### config.mk
export PLATFORM = sky130hd
export DESIGN_NAME = gray_sched
export DESIGN_NICKNAME = d
export VERILOG_FILES = /design/src/rtl/gray_sched_pkg.sv /design/src/rtl/rr_arb2.sv /design/src/rtl/gray_sched.sv
export SDC_FILE = /design/constraint.sdc
export NUM_CORES = 1
export LEC_CHECK = 0
export CELL_PAD_IN_SITES_DETAIL_PLACEMENT = 0
export CELL_PAD_IN_SITES_GLOBAL_PLACEMENT = 1
export CORE_AREA = 2 2 56 58
export DETAILED_ROUTE_END_ITERATION = 6
export DIE_AREA = 0 0 58 60
export PLACE_DENSITY = 0.77
export SETUP_SLACK_MARGIN = 0.1
export SYNTH_ARGS = -nofsm -noshare
export SYNTH_HDL_FRONTEND = slang
export SYNTH_SLANG_ARGS = --single-unit
### constraint.sdc
create_clock -name Clk -period 1.7 [get_ports Clk]
set_clock_uncertainty 0.05 [all_clocks]
set_input_delay 0.34 -clock Clk [delete_from_list [all_inputs] [get_ports Clk]]
set_output_delay 0.34 -clock Clk [all_outputs]
set_load 0.01 [all_outputs]
### src/rtl/gray_sched_pkg.sv
// Shared encodings for the gray_sched controller: FSM state codes, default
// step-field width and a Gray-encode helper used by the bench model.
package gray_sched_pkg;

  localparam int STEP_W_DEFAULT = 4;

  localparam logic [2:0] INIT   = 3'd0;
  localparam logic [2:0] IDLE   = 3'd1;
  localparam logic [2:0] RUN    = 3'd2;
  localparam logic [2:0] SETTLE = 3'd3;
  localparam logic [2:0] CLEAR  = 3'd4;

  function automatic logic [2:0] gray3(input logic [2:0] bin);
    return bin ^ (bin >> 1);
  endfunction

endpackage

### src/rtl/rr_arb2.sv
// Two-input round-robin arbiter. Grants are combinational and one-hot; the
// pointer remembers who won last so simultaneous requests alternate.
module rr_arb2
  import gray_sched_pkg::*;
(
  input  logic       Clk,
  input  logic       Reset,
  input  logic [1:0] req,
  input  logic       en,
  output logic [1:0] gnt
);

  logic last_gnt;  // 1 = requester 1 won most recently, so requester 0 is favoured

  always_comb begin
    // NOTE: default assignment first so no path through the block infers a latch.
    gnt = 2'b00;
    if (en) begin
      case (req)
        2'b01:   gnt = 2'b01;
        2'b10:   gnt = 2'b10;
        2'b11:   gnt = last_gnt ? 2'b01 : 2'b10;
        default: gnt = 2'b00;
      endcase
    end
  end

  always_ff @(posedge Clk) begin
    if (Reset) begin
      last_gnt <= 1'b1;
    end else if (|gnt) begin
      last_gnt <= gnt[1];
    end
  end

endmodule

### src/rtl/gray_sched.sv
// Controller and two-port round-robin scheduler in front of a 3-bit Gray
// counter: grants one run of N enable steps at a time and returns the result.
module gray_sched
  import gray_sched_pkg::*;
#(
  parameter int STEP_W   = STEP_W_DEFAULT,
  parameter bit AUTO_CLR = 1'b1
)(
  input  logic              Clk,
  input  logic              Reset,
  input  logic              Req0,
  input  logic [STEP_W-1:0] Steps0,
  input  logic              Req1,
  input  logic [STEP_W-1:0] Steps1,
  output logic              Gnt0,
  output logic              Gnt1,
  output logic              Done0,
  output logic              Done1,
  output logic [2:0]        Result,
  output logic              ResultOvf,
  output logic              Busy,
  output logic              CntEn,
  output logic              CntReset,
  input  logic [2:0]        GrayIn,
  input  logic              OvfIn
);

  logic [2:0]        state;
  logic [STEP_W-1:0] remaining;
  logic              owner;
  logic [1:0]        gnt;
  logic              arb_en;
  logic [STEP_W-1:0] grant_steps;

  // Grants are suppressed while Reset is high even if the state still reads IDLE.
  assign arb_en = (state == IDLE) && !Reset;

  rr_arb2 u_arb (
    .Clk   (Clk),
    .Reset (Reset),
    .req   ({Req1, Req0}),
    .en    (arb_en),
    .gnt   (gnt)
  );

  assign Gnt0        = gnt[0];
  assign Gnt1        = gnt[1];
  assign grant_steps = gnt[1] ? Steps1 : Steps0;

  assign CntEn    = (state == RUN);
  assign CntReset = Reset || (state == INIT) || (state == CLEAR);
  assign Busy     = (state != IDLE);

  always_ff @(posedge Clk) begin
    // NOTE: non-blocking assignments throughout so every register reads pre-edge values.
    if (Reset) begin
      state     <= INIT;
      remaining <= '0;
      owner     <= 1'b0;
      Done0     <= 1'b0;
      Done1     <= 1'b0;
      Result    <= 3'b000;
      ResultOvf <= 1'b0;
    end else begin
      Done0 <= 1'b0;
      Done1 <= 1'b0;
      case (state)
        INIT: state <= IDLE;
        IDLE: begin
          if (|gnt) begin
            owner     <= gnt[1];
            remaining <= grant_steps;
            state     <= (grant_steps == '0) ? SETTLE : RUN;
          end
        end
        RUN: begin
          remaining <= remaining - STEP_W'(1);
          if (remaining == STEP_W'(1)) begin
            state <= SETTLE;
          end
        end
        SETTLE: begin
          Result    <= GrayIn;
          ResultOvf <= OvfIn;
          Done0     <= !owner;
          Done1     <= owner;
          state     <= (AUTO_CLR && OvfIn) ? CLEAR : IDLE;
        end
        CLEAR:   state <= IDLE;
        default: state <= INIT;
      endcase
    end
  end

endmodule

==> flow_metrics.tcl <==
set metrics [dict create \
    violations "setup timing" \
    post-route-worst-setup-slack_ps -27.1 \
    holdWs_ps 404 \
    final_util_pct 45.4 \
    cts_tree "yes" \
    yosys_warnings 0 \
    rsz0062_at_grt "true" \
    dr.first_iter.drc_count 26 \
    design_area_um2 1320 \
    gr-usage-all-layers_pct 13.8 \
    synthDistinctLibCells 34 \
    dp.cells 161 \
    status "complete, but fails checks" \
    antenna_cells 0 \
    synth_seq_cells 15 \
    ys_seq_area_share_pct 38.8 \
    period_minus_slack_ps 1730 \
    dp_hpwl_mm 1.65 \
    worst_ep_arrival_time_ps 1860 \
    critPathRequiredTime_ps 1830 \
    hold_viol 0 \
    post_drt_wl_per_cell_um 12.7 \
    fin_total_pwr_uw 960 \
    via_per_inst 4.86 \
    die_w_um 58 \
    pre_cts_ws_ps -620 \
    die_h_um 60 \
    path_common_cell "buf_6" \
    io_buffer_count 26 \
    place_congestion 0.704 \
    drtAntennaViolNets 0 \
    dr.pass1.iters 4 \
    synth-xor-area-share_pct 0 \
    critPathKind "flop to flop" \
    synth_simple_gate_area_share_pct 22.9 \
    wl_mm 2.14 \
    power.leakage_nw 0.698 \
    ioPinCount 27 \
    synthMuxAreaShare_pct 12.4 \
    cts_root_buf "clkbuf_4" \
    cp-start-kind "flop" \
    instances_no_fill 168 \
    synthAdderAreaFrac_pct 3.23 \
    slew_violations 0 \
    path_clk_slew_ps 100 \
    drive_gt1_share_pct 35.6 \
    synth.avg_cell_area_um2 9.22 \
    irDropWorstVdd_mv 0.655 \
    fmax_ghz 0.579 \
    overflow 0 \
    crit_path_end_kind "flop" \
    power.density_nw_per_um2 728 \
    clock-sinks 15 \
    place_area_um2 1220 \
    cp_slowest_cell "dfxtp_2" \
    synth-compound-area-share_pct 16.6 \
    cts_buffer_depth 2 \
    netlist_area_um2 774 \
    htree_num_levels 1 \
    crit_fanout 3 \
    maxCapViolCount 0 \
    cp_cell_sequence "buf_6 > nor4b_4 > nand2_4 > buf_6 > mux2_4 > a221o_1" \
    fillerInstances 300 \
    worstSkewPairLatency_ps 290 \
    row_count 20 \
    numCtsBuffers 3 \
    fin_nets 154 \
    grt_pass1_wl_mm 3.59 \
    initial_core_util_pct 26.7 \
    tns_ps -48.3 \
    worst_slew_pin_slew_ps 360 \
    fin_crit_sh_pct 102 \
    netlist_instances 84 \
    grt_start_max_net_pins 11 \
    drcViolationCount 0 \
    vias 816 \
    antenna_found_initial 0 \
    syn-num-nets 102 \
    die-area_um2 3480 \
    worst-r2r-setup-slack_ps -30 \
    maxSlewHeadroom_pct 75.9 \
    setup_viol 2 \
    first_global_vias 852 \
    coreArea_um2 2900 \
    min-delay-path-class "flop to flop" \
    syn_to_final_growth_pct 70.3 \
    synth_top_family_by_area "simple AND/OR/NAND/NOR gates" \
    max_stage_delay_ps 350 \
]
## where the power goes
part           switching [mW]  internal [mW]  total, mW
combinational           0.142          0.190      0.331
sequential             0.0282          0.384      0.413
clock                   0.126         0.0897      0.216
## synthesized netlist by cell type
cell type | number | area [um2]
nand2_4 | 1 | 11.3
a21boi_2 | 1 | 11.3
a211oi_1 | 1 | 7.51
or2_2 | 1 | 6.26
a221o_1 | 1 | 10.0
a21oi_1 | 5 | 25.0
nand2_1 | 3 | 11.3
buf_2 | 1 | 5.00
buf_6 | 1 | 11.3
nor4b_4 | 1 | 23.8
or3b_1 | 1 | 8.76
clkbuf_1 | 1 | 3.75
o22ai_1 | 2 | 12.5
and2_1 | 1 | 6.26
mux2_2 | 1 | 11.3
o311a_1 | 1 | 10.0
or4_1 | 1 | 7.51
nor4_1 | 2 | 12.5
a2111oi_0 | 1 | 8.76
o211ai_1 | 1 | 7.51
mux2i_1 | 7 | 70.1
ha_1 | 2 | 25.0
a31oi_1 | 1 | 6.26
nor3b_1 | 3 | 22.5
o31ai_1 | 1 | 7.51
mux2_4 | 1 | 15.0
o21ai_0 | 3 | 15.0
a21boi_0 | 1 | 7.51
nor2_1 | 11 | 41.3
nor3_1 | 2 | 10.0
nand3b_1 | 1 | 7.51
inv_1 | 7 | 26.3
nor4b_1 | 1 | 8.76
dfxtp_1 | 15 | 300
## cell families (layout without fill, tap and decap cells)
| family | after synthesis | count (layout) |
|---|---|---|
| compound gates | 19 | 19 |
| fa+ha+maj | 2 | 2 |
| buf+inv | 10 | 61 |
| flops | 15 | 15 |
| mux | 9 | 9 |
| simple gates | 29 | 29 |
## what timing repair did
action | 4_1_cts | 5_1_grt
buffers inserted | 3 | 0
pin swaps | 1 | 2
hold buffers | 0 | 0
gates resized for setup | 36 | 9
endpoints found under the setup margin | 9 | 14
hold endpoints to repair | 0 | 0
## routing by layer
layer / up-vias / part of all wire (%) / GRT usage [%] / routed length (um)
met2: 27 / 50 / 24.0 / 1070
li1: 410 / - / - / -
met1: 377 / 42 / 15.2 / 905
met4: 0 / 0.89 / 4.98 / 19
met5: - / 0 / 0 / 0
met3: 2 / 6.8 / 5.63 / 145
## worst max-delay path, delay by kind of cell (launching register included)
kind	cells	cell delay [ps]
mux	1	280
flops	1	350
compound gates	1	310
buf+inv	2	250
simple gates	2	390
## worst paths after layout
check	start	depth (start not counted)	end
worst max register to register	state[1]	6	remaining[3]
worst min register to register	owner	1	Done0
worst max-delay path	state[1]	6	remaining[3]
worst min-delay path	owner	1	Done0
## cells in the final DEF (no fill, tap or decap), types with 2 or more instances in the layout
cell,netlist,final
buf_2,1,3
nor3b_1,3,3
buf_6,1,3
dfxtp_4,0,2
nor3_1,2,2
clkdlybuf4s15_2,0,2
o22ai_1,2,2
dlymetal6s2s_1,0,5
dlygate4sd2_1,0,2
a21oi_1,5,5
nand2_1,3,2
mux2i_1,7,7
ha_1,2,2
clkdlybuf4s50_1,0,13
inv_1,7,6
dfxtp_1,15,12
buf_4,0,22
nor2_1,11,11
clkbuf_4,0,3
o21ai_1,0,2
## registers in the layout, summed over array words and instances (netlist names)
name            flops
u_arb.last_gnt      1
Done0               1
ResultOvf           1
state               3
owner               1
Result              3
Done1               1
remaining           4
## area by class of cell
cell class,count,area [um2],share of cell area [%]
clock inverter,1,7.51,0.569
sequential,15,309,23.4
multi-input combinational,59,465,35.3
clock buffer,3,22.5,1.71
inverter,7,26.3,1.99
timing repair buffer,50,447,33.9
tap,33,41.3,3.13
(Power assumes the default switching activity.)
